--- config.mk ---
export PLATFORM = sky130hd
export DESIGN_NAME = cache_mem_arbiter
export DESIGN_NICKNAME = d
export VERILOG_FILES = /design/src/rtl/cache_mem_arbiter.sv
export SDC_FILE = /design/constraint.sdc
export NUM_CORES = 1
export LEC_CHECK = 0
export ABC_AREA = 1
export BUFFER_PORTS_ARGS = -buffer_cell sky130_fd_sc_hd__buf_2
export CAP_MARGIN = 20
export CORE_ASPECT_RATIO = 0.5
export CORE_UTILIZATION = 30
export CTS_BUF_LIST = sky130_fd_sc_hd__clkbuf_4
export CTS_CLUSTER_SIZE = 40
export DETAILED_ROUTE_END_ITERATION = 10
export PLACE_DENSITY_LB_ADDON = 0.05
export SYNTH_ARGS = -nofsm -noshare
export SYNTH_HDL_FRONTEND = slang
export SYNTH_SLANG_ARGS = --single-unit
--- constraint.sdc ---
create_clock -name clk_i -period 3.8 [get_ports clk_i]
set_input_delay 0.19 -clock clk_i [delete_from_list [all_inputs] [get_ports clk_i]]
set_output_delay 0.19 -clock clk_i [all_outputs]
set_load 0.01 [all_outputs]
--- src/rtl/cache_mem_arbiter.sv ---
// Memory-port arbiter shared by the I-cache refill path and the D-cache refill/writeback path.
// Each grant runs one incrementing cache-line burst of BURST_LEN word beats, followed by a one-cycle gap.
module cache_mem_arbiter #(
  parameter int ADDR_W    = 32,
  parameter int DATA_W    = 32,
  parameter int BURST_LEN = 4
) (
  input  logic              clk_i,
  input  logic              rst_i,
  input  logic              ic_req_i,
  input  logic [ADDR_W-1:0] ic_addr_i,
  output logic              ic_gnt_o,
  output logic              ic_rvalid_o,
  output logic [DATA_W-1:0] ic_rdata_o,
  output logic              ic_done_o,
  input  logic              dc_req_i,
  input  logic              dc_we_i,
  input  logic [ADDR_W-1:0] dc_addr_i,
  input  logic [DATA_W-1:0] dc_wdata_i,
  output logic              dc_gnt_o,
  output logic              dc_rvalid_o,
  output logic [DATA_W-1:0] dc_rdata_o,
  output logic              dc_wready_o,
  output logic              dc_done_o,
  output logic              mem_req_o,
  output logic              mem_we_o,
  output logic [ADDR_W-1:0] mem_addr_o,
  output logic [DATA_W-1:0] mem_wdata_o,
  input  logic              mem_ack_i,
  input  logic [DATA_W-1:0] mem_rdata_i
);

  localparam int BEAT_W = (BURST_LEN > 1) ? $clog2(BURST_LEN) : 1;
  localparam int BASE_W = ADDR_W - BEAT_W - 2;

  localparam logic [2:0] S_IDLE  = 3'd0;
  localparam logic [2:0] S_IC_RD = 3'd1;
  localparam logic [2:0] S_DC_RD = 3'd2;
  localparam logic [2:0] S_DC_WR = 3'd3;
  localparam logic [2:0] S_GAP   = 3'd4;

  localparam logic OWNER_IC = 1'b0;
  localparam logic OWNER_DC = 1'b1;

  localparam logic [BEAT_W-1:0] BEAT_ONE  = BEAT_W'(1);
  localparam logic [BEAT_W-1:0] BEAT_LAST = BEAT_W'(BURST_LEN - 1);

  logic [2:0]        state;
  logic [2:0]        state_nxt;
  logic [BEAT_W-1:0] beat;
  logic [BEAT_W-1:0] beat_nxt;
  logic              last_owner;
  logic              last_owner_nxt;
  logic [BASE_W-1:0] line_base;

  logic grant_ic;
  logic grant_dc;
  logic burst;
  logic last_beat;
  logic beat_done;

  // Byte offset inside the line is irrelevant: bursts always start at beat 0.
  logic unused_addr_bits;
  assign unused_addr_bits = ^{ic_addr_i[BEAT_W+1:0], dc_addr_i[BEAT_W+1:0]};

  // Round-robin on a tie: the requester that did not own the port last time wins.
  always_comb begin
    grant_ic = 1'b0;
    grant_dc = 1'b0;
    if (ic_req_i && dc_req_i) begin
      if (last_owner == OWNER_IC) grant_dc = 1'b1;
      else                        grant_ic = 1'b1;
    end else begin
      grant_ic = ic_req_i;
      grant_dc = dc_req_i;
    end
  end

  assign burst     = (state == S_IC_RD) || (state == S_DC_RD) || (state == S_DC_WR);
  assign last_beat = (beat == BEAT_LAST);
  assign beat_done = burst && mem_ack_i;

  always_comb begin
    state_nxt      = state;
    beat_nxt       = beat;
    last_owner_nxt = last_owner;
    case (state)
      S_IDLE: begin
        if (grant_dc) begin
          state_nxt      = dc_we_i ? S_DC_WR : S_DC_RD;
          beat_nxt       = '0;
          last_owner_nxt = OWNER_DC;
        end else if (grant_ic) begin
          state_nxt      = S_IC_RD;
          beat_nxt       = '0;
          last_owner_nxt = OWNER_IC;
        end
      end
      S_IC_RD, S_DC_RD, S_DC_WR: begin
        if (mem_ack_i) begin
          beat_nxt = beat + BEAT_ONE;
          if (last_beat) state_nxt = S_GAP;
        end
      end
      S_GAP:   state_nxt = S_IDLE;
      default: state_nxt = S_IDLE;
    endcase
  end

  always_ff @(posedge clk_i or posedge rst_i) begin
    if (rst_i) begin
      state      <= S_IDLE;
      beat       <= '0;
      last_owner <= OWNER_IC;
    end else begin
      state      <= state_nxt;
      beat       <= beat_nxt;
      last_owner <= last_owner_nxt;
    end
  end

  // Line base is pure data and only consumed while a burst state holds it valid.
  always_ff @(posedge clk_i) begin
    if ((state == S_IDLE) && (grant_ic || grant_dc)) begin
      line_base <= grant_dc ? dc_addr_i[ADDR_W-1:BEAT_W+2] : ic_addr_i[ADDR_W-1:BEAT_W+2];
    end
  end

  assign ic_gnt_o    = (state == S_IC_RD);
  assign dc_gnt_o    = (state == S_DC_RD) || (state == S_DC_WR);

  assign mem_req_o   = burst;
  assign mem_we_o    = (state == S_DC_WR);
  assign mem_addr_o  = burst ? {line_base, beat, 2'b00} : '0;
  assign mem_wdata_o = mem_we_o ? dc_wdata_i : '0;

  assign ic_rvalid_o = (state == S_IC_RD) && mem_ack_i;
  assign ic_rdata_o  = ic_rvalid_o ? mem_rdata_i : '0;
  assign ic_done_o   = ic_gnt_o && beat_done && last_beat;

  assign dc_rvalid_o = (state == S_DC_RD) && mem_ack_i;
  assign dc_rdata_o  = dc_rvalid_o ? mem_rdata_i : '0;
  assign dc_wready_o = (state == S_DC_WR) && mem_ack_i;
  assign dc_done_o   = dc_gnt_o && beat_done && last_beat;

endmodule

==> results of run 1 <==
## placed cells by master (no fill, tap or decap)
cell                            synthesis  layout
sky130_fd_sc_hd__nand2_2                2       2
sky130_fd_sc_hd__inv_2                  3       3
sky130_fd_sc_hd__nor2_2                 5       5
sky130_fd_sc_hd__buf_4                  2       1
sky130_fd_sc_hd__clkinv_2               0       1
sky130_fd_sc_hd__conb_1                 1       2
sky130_fd_sc_hd__edfxtp_1              28      28
sky130_fd_sc_hd__inv_1                104     104
sky130_fd_sc_hd__clkbuf_4               0       6
sky130_fd_sc_hd__nand3_1               34      34
sky130_fd_sc_hd__clkinv_1               0       1
sky130_fd_sc_hd__buf_16                 0       1
sky130_fd_sc_hd__dlygate4sd3_1          0       1
sky130_fd_sc_hd__nand4_1                3       3
sky130_fd_sc_hd__ha_1                   1       1
sky130_fd_sc_hd__buf_2                  6     260
sky130_fd_sc_hd__dfrtp_1                6       6
sky130_fd_sc_hd__nand2_1               72      72
sky130_fd_sc_hd__nor3_2                 1       1
sky130_fd_sc_hd__nor2_1               130     130
sky130_fd_sc_hd__nor4_1                 1       1
## worst max-delay path, stage by stage, from the launching register on
cell,delay [ns]
sky130_fd_sc_hd__dfrtp_1,0.45
sky130_fd_sc_hd__inv_2,0.12
sky130_fd_sc_hd__nand2_1,0.11
sky130_fd_sc_hd__nor2_1,0.14
sky130_fd_sc_hd__nand2_2,0.35
sky130_fd_sc_hd__nor2_1,0.24
sky130_fd_sc_hd__buf_2,0.17
## through the flow
stage	util	setup WS (ns)	cell area (µm²)	hold WS (ns)	std cells
final	0.485	1.71	3960	0.125	775
after global routing	0.485	1.45	3960	0.113	775
after CTS	0.481	1.59	3930	0.108	774
after detailed placement	0.473	1.56	3870	0.120	765
after global placement	0.473	1.54	3870	0.130	765
after floorplan	-	1.97	2590	-0.0190	415
## area by class of cell
class | instances | area (µm²) | area share
repair buffers | 263 | 1350 | 0.340
inverters | 107 | 402 | 0.101
clock inverters | 2 | 8.76 | 0.00221
clock buffers | 6 | 45.0 | 0.0114
flip-flops and latches | 34 | 991 | 0.250
multi-input cells | 251 | 1030 | 0.259
well taps | 112 | 140 | 0.0354
## worst min-delay path by stage
stage                   from                       to  slack (ns)  cells after the start
5_1_grt        ic_addr_i[20]  line_base[16]$_DFFE_PP_        0.11                      3
3_5_place_dp           rst_i     state[2]$_DFFE_PP0P_        0.12                      2
6_report       ic_addr_i[28]  line_base[24]$_DFFE_PP_        0.12                      3
4_1_cts        ic_addr_i[22]  line_base[18]$_DFFE_PP_        0.11                      3
2_1_floorplan          rst_i      beat[0]$_DFFE_PP0P_       -0.02                      1
3_3_place_gp           rst_i     state[2]$_DFFE_PP0P_        0.13                      2
## report_power, final
group | switching (mW) | internal [mW]
combinational | 0.755 | 0.424
sequential | 0.0463 | 0.574
clock | 0.110 | 0.0766
total | 0.912 | 1.07
## layer usage
metal	vias up	routed length [µm]
li1	1683	-
met3	9	532
met4	0	90
met1	1264	3600
met2	105	4190
met5	-	0
## flip-flops by register name, indices dropped and copies added, names as in the netlist
name        count
beat            2
line_base      28
state           3
last_owner      1
## synth_stat cells (all sizes together)
master,count
conb,1
buf,17
nand3,34
edfxtp,28
nor4,1
dfrtp,6
nor3,1
nor2,135
nand2,74
clkbuf,6
ha,1
nand4,3
inv,107
## cells by family after synthesis
group / count (synthesis) / synth area share
simple gates: 248 / 0.390
buf+inv: 130 / 0.221
flops: 34 / 0.383
fa+ha+maj: 1 / 0.00484
other cells: 1 / 0.00145
## timing repair
item                       CTS  global route
hold buffers                 1             0
hold endpoints to repair     6             0
setup endpoints to repair    0             0
==> load_flow_metrics.sql, run 1 <==
INSERT INTO impl_metrics (metric_group, metric, value, unit) VALUES
('sta', 'timing.fmax', '0.479', 'GHz'),
('clock_tree', 'ctsRootBufferMaster', 'sky130_fd_sc_hd__clkbuf_4', ''),
('pwr', 'static-leakage-power', '2.78', 'nW'),
('pwr', 'design_power_total', '1.99', 'mW'),
('global_routing', 'overall_fraction_of_global_route_tracks_in_use', '0.176', ''),
('die', 'die_h', '67.6', 'µm'),
('clock_tree', 'htree_levels', '2', ''),
('detailed_routing', 'drtIter0Drc', '116', ''),
('clock_tree', 'insertion_delay', '0.32', 'ns'),
('final_layout', 'area_growth', '53.2', '%'),
('clock_tree', 'tritoncts', 'built', ''),
('yosys', 'count_of_unique_library_cells_instantiated_by_yosys', '18', ''),
('final_layout', 'fillerInstances', '898', ''),
('global_routing', 'groute.layer.met2.usage', '0.318', ''),
('clock_tree', 'cts_buffer_depth', '2', ''),
('sta', 'min_period_over_period', '0.549', ''),
('detailed_routing', 'dr_total_vias', '3061', ''),
('clock_tree', 'cts.clk_slew.worst_paths', '0.10', 'ns'),
('die', 'die_area', '0.00901', 'mm²'),
('sta', 'max_slew_margin', '0.419', ''),
('yosys', 'synth.largest_area_cell', 'sky130_fd_sc_hd__edfxtp_1', ''),
('setup_path', 'reg2reg_setup_slack', '1.90', 'ns'),
('detailed_routing', 'avgRoutedWirePerCell', '10.9', 'µm'),
('final_layout', 'count_of_antenna_diodes_in_the_layout', '0', ''),
('yosys', 'synth-seq-cells', '34', ''),
('setup_path', 'crit_end', 'dc_rdata_o[8]', ''),
('run', 'drv_cap', '0', ''),
('yosys', 'avgSynthCellArea', '6.24', 'µm²'),
('final_layout', 'nets', '797', ''),
('die', 'core.rowCount', '23', ''),
('global_routing', 'global_route_met1_utilization', '0.215', ''),
('global_routing', 'grt_overflow_total', '0', ''),
('setup_path', 'reg2reg_to', 'line_base[7]$_DFFE_PP_', ''),
('placement', 'port-buffer-count', '260', ''),
('setup_path', 'critical_path_arrival', '1.90', 'ns'),
('placement', 'hpwl_reported_at_the_end_of_detailed_placement', '6.51', 'mm'),
('global_routing', 'highest_utilization_routing_layer_at_the_global_route_stage', 'met2', ''),
('die', 'placeable_area', '0.00817', 'mm²'),
('yosys', 'combined_area_of_all_synthesized_cells', '0.00258', 'mm²'),
('setup_path', 'timing.critical_path.from', 'state[2]$_DFFE_PP0P_', ''),
('global_routing', 'number_of_global_route_vias_before_repair', '2599', ''),
('placement', 'globalplace.congestion', '0.840', ''),
('detailed_routing', 'drcViolationCount', '0', ''),
('sta', 'final_setup_violating_endpoints', '0', ''),
('clock_tree', 'post_cts_buffers', '0', ''),
('yosys', 'synth_largest_type_area_fraction', '0.325', ''),
('global_routing', 'grt_max_degree', '34', ''),
('yosys', 'post_synth_inst_count', '414', ''),
('worst_hold_path', 'worst_hold_path_type', 'in -> reg', ''),
('sta', 'setup-tns-final', '0', 'ns'),
('setup_path', 'worstRegToRegCells', '5', ''),
('sta', 'finalWorstPathRequiredPeriod', '2.09', 'ns'),
('clock_tree', 'cts-buffers-inserted', '5', ''),
('setup_path', 'timing.critical_path.required', '3.61', 'ns'),
('yosys', 'synth.top_cells.by_area', 'sky130_fd_sc_hd__edfxtp_1, sky130_fd_sc_hd__nor2_1, sky130_fd_sc_hd__inv_1', ''),
('final_layout', 'fraction_of_layout_cells_with_a_size_suffix_above_1', '0.422', ''),
('global_routing', 'global_route_wire_length_before_repair', '12.6', 'mm'),
('global_routing', 'groute.layer.met3.usage', '0.0398', ''),
('yosys', 'ys.warnings.count', '0', ''),
('sta', 'setup_repair_after_global_routing_missed_its_margin', 'no', ''),
('detailed_routing', 'detail-route-antenna-nets', '0', ''),
('sta', 'hold_viol_final', '0', ''),
('setup_path', 'cp-end-kind', 'output pin', ''),
('pwr', 'power_per_cell_area', '502', 'mW/mm²'),
('die', 'die_width', '133', 'µm'),
('sta', 'worst_max_slew_pin_slew', '0.870', 'ns'),
('outcome', 'status', 'finished, final reports clean', ''),
('clock_tree', 'clock_sink_count', '34', ''),
('pwr', 'peakVddDrop', '0.217', 'mV'),
('setup_path', 'timing.setup.critical_path_class', 'reg -> out', ''),
('die', 'initial_core_util', '0.316', '');
No activity file was read; power rests on OpenSTA's default activity.
==> run 2, diff against run 1 <==
==> constraint.sdc (replaced) <==
create_clock -name clk_i -period 1.8 [get_ports clk_i]
set_input_delay 0.09 -clock clk_i [delete_from_list [all_inputs] [get_ports clk_i]]
set_output_delay 0.09 -clock clk_i [all_outputs]
set_load 0.01 [all_outputs]
==> run 2 against run 1 <==
Net effect:
- final area up 4.0%
- hold slack worse by 0.10 ns
- global-route usage down 0.29 points
- combinational power up 130%
==> load_flow_metrics.sql, run 2 (synthesis results as in run 1) <==
INSERT INTO impl_metrics (metric_group, metric, value, unit) VALUES
('global_routing', 'overall_fraction_of_global_route_tracks_in_use', '0.173', ''),
('final_layout', 'largest-register', 'line_base', ''),
('final_layout', 'fraction_of_layout_cells_with_a_size_suffix_above_1', '0.442', ''),
('clock_tree', 'cts.clk_slew.worst_paths', '0.11', 'ns'),
('sta', 'final_setup_violating_endpoints', '0', ''),
('die', 'core.rowCount', '23', ''),
('clock_tree', 'clock_sink_count', '34', ''),
('final_layout', 'count_of_antenna_diodes_in_the_layout', '0', ''),
('placement', 'placed_area', '0.00398', 'mm²'),
('detailed_routing', 'detail-route-antenna-nets', '0', ''),
('global_routing', 'grt_overflow_total', '0', ''),
('sta', 'fin_skew', '0.0110', 'ns'),
('final_layout', 'number_of_flip_flops_under_the_largest_register_name', '28', ''),
('detailed_routing', 'routed.top_layer', 'met4', ''),
('die', 'placeable_area', '0.00817', 'mm²'),
('setup_path', 'critPathMaxStageDelay', '0.43', 'ns'),
('setup_path', 'worstPathMaxFanout', '33', ''),
('global_routing', 'number_of_global_route_vias_before_repair', '2523', ''),
('clock_tree', 'htree_levels', '2', ''),
('pwr', 'static-leakage-power', '2.84', 'nW'),
('global_routing', 'grt_antenna_before_repair', '0', ''),
('placement', 'globalplace.congestion', '0.855', ''),
('clock_tree', 'cts_buffer_depth', '2', ''),
('detailed_routing', 'viasPerCell', '3.98', ''),
('detailed_routing', 'dr_total_vias', '3123', ''),
('worst_hold_path', 'worst_hold_path_type', 'in -> reg', ''),
('final_layout', 'most_frequent_cells_in_the_layout', 'sky130_fd_sc_hd__buf_2, sky130_fd_sc_hd__nor2_1, sky130_fd_sc_hd__inv_1, sky130_fd_sc_hd__nand2_1, sky130_fd_sc_hd__nand3_1', ''),
('setup_path', 'timing.setup.critical_path_class', 'reg -> out', ''),
('die', 'number_of_i_o_pins', '271', ''),
('run', 'drv_cap', '0', ''),
('global_routing', 'global_route_wire_length_before_repair', '12.4', 'mm'),
('detailed_routing', 'avgRoutedWirePerCell', '10.8', 'µm'),
('global_routing', 'grt_max_degree', '34', ''),
('final_layout', 'final_common_cell', 'sky130_fd_sc_hd__buf_2', ''),
('sta', 'setup_ws', '0.129', 'ns'),
('setup_path', 'cp-end-kind', 'output pin', ''),
('sta', 'timing.fmax', '0.599', 'GHz'),
('sta', 'finalWorstPathRequiredPeriod', '1.67', 'ns'),
('detailed_routing', 'met2_wirelength', '4.13', 'mm'),
('clock_tree', 'insertion_delay', '0.32', 'ns'),
('detailed_routing', 'drtIter0Drc', '115', ''),
('final_layout', 'final_core_util', '0.504', ''),
('setup_path', 'cp_slowest_cell', 'sky130_fd_sc_hd__dfrtp_2', ''),
('final_layout', 'reg.largest.list', 'line_base x28, state x3, beat x2', ''),
('clock_tree', 'ctsRootBufferMaster', 'sky130_fd_sc_hd__clkbuf_4', ''),
('final_layout', 'area_growth', '59.3', '%'),
('clock_tree', 'cts-buffers-inserted', '5', ''),
('detailed_routing', 'first_drt_pass_iteration_count', '4', ''),
('die', 'die_width', '133', 'µm'),
('sta', 'min_period_over_period', '0.928', ''),
('placement', 'dpl.cell_count', '773', ''),
('final_layout', 'stdcell_area', '0.00412', 'mm²'),
('sta', 'timing_max_transition_violations_final', '0', ''),
('placement', 'place_worst_setup_slack', '0.171', 'ns'),
('setup_path', 'critical_path_arrival', '1.58', 'ns'),
('pwr', 'design_power_total', '4.52', 'mW'),
('placement', 'hpwl_reported_at_the_end_of_detailed_placement', '6.75', 'mm'),
('sta', 'setup-tns-final', '0', 'ns'),
('detailed_routing', 'totalWireLength', '8.48', 'mm'),
('pwr', 'peakVddDrop', '0.450', 'mV'),
('setup_path', 'worstPathCellList', 'buf_4 > nor3_4 > nand2_2 > buf_12 > nor2_1 > buf_2', ''),
('setup_path', 'timing.critical_path.required', '1.71', 'ns'),
('pwr', 'power_per_cell_area', '1100', 'mW/mm²'),
('sta', 'holdWs', '0.0240', 'ns'),
('final_layout', 'final-instance-count-excl-fill', '784', ''),
('setup_path', 'timing.critical_path.from_type', 'register', ''),
('detailed_routing', 'detailroute.wirelength.met3', '569', 'µm'),
('final_layout', 'nets', '807', ''),
('setup_path', 'reg2reg_setup_slack', '0.15', 'ns'),
('sta', 'hold_viol_final', '0', ''),
('clock_tree', 'tritoncts', 'built', ''),
('die', 'die_h', '67.6', 'µm'),
('placement', 'port-buffer-count', '260', ''),
('detailed_routing', 'wl_met1', '3.73', 'mm'),
('die', 'initial_core_util', '0.316', ''),
('detailed_routing', 'drcViolationCount', '0', ''),
('outcome', 'status', 'finished, final reports clean', ''),
('die', 'die_area', '0.00901', 'mm²');
## run 2: cell count changes in the layout (fill, tap and decap cells not counted), sizes merged
cell and delta:
clkbuf -1, buf +10, clkinv -1, inv -1
bufinv +1, clkinvlp +1
## run 2: path summary, 6_finish.rpt
| kind | depth (start not counted) | end | from |
|---|---|---|---|
| max reg2reg | 6 | line_base[4]$_DFFE_PP_ | state[0]$_DFFE_PP0P_ |
| max | 6 | ic_rdata_o[6] | state[2]$_DFFE_PP0P_ |
| max in group asynchronous | 3 | state[2]$_DFFE_PP0P_ | rst_i |
| min reg2reg | 2 | last_owner$_DFFE_PP0P_ | last_owner$_DFFE_PP0P_ |
| min in group asynchronous | 3 | state[0]$_DFFE_PP0P_ | rst_i |
| min | 3 | line_base[27]$_DFFE_PP_ | ic_addr_i[31] |
## run 2: where the power goes
group	switching [mW]	internal (mW)	total (mW)
registers	0.114	1.22	1.33
logic	1.64	1.04	2.67
clock network	0.239	0.281	0.520
## run 2: cell type report
| class | instances | area, µm² |
|---|---|---|
| clock buffer | 5 | 37.5 |
| clock inverter | 2 | 33.8 |
| fill | 915 | 4060 |
| inverter | 107 | 408 |
| multi-input combinational | 251 | 1050 |
| sequential | 34 | 993 |
| tap | 112 | 140 |
| timing repair buffer | 273 | 1450 |
## run 2: what timing repair did
action                     CTS  global route
cloned                       0             0
gates resized for setup      4             7
hold buffers                 1             0
hold endpoints to repair     6             0
pin swaps                    0             2
setup endpoints to repair   23            66
setup buffers                0             3
## run 2: layer usage
layer | vias to the layer above | track usage
met3 | 6 | 0.0473
met1 | 1305 | 0.214
met2 | 111 | 0.307
met5 | - | 0
li1 | 1701 | -
met4 | 0 | 0.0355
## run 2: worst max-delay path: cells and delay by family, from the launching register on
family / cells / cell delay [ns]
DFF: 1 / 0.43
and+or+nand+nor: 3 / 0.37
buffers and inverters: 3 / 0.46
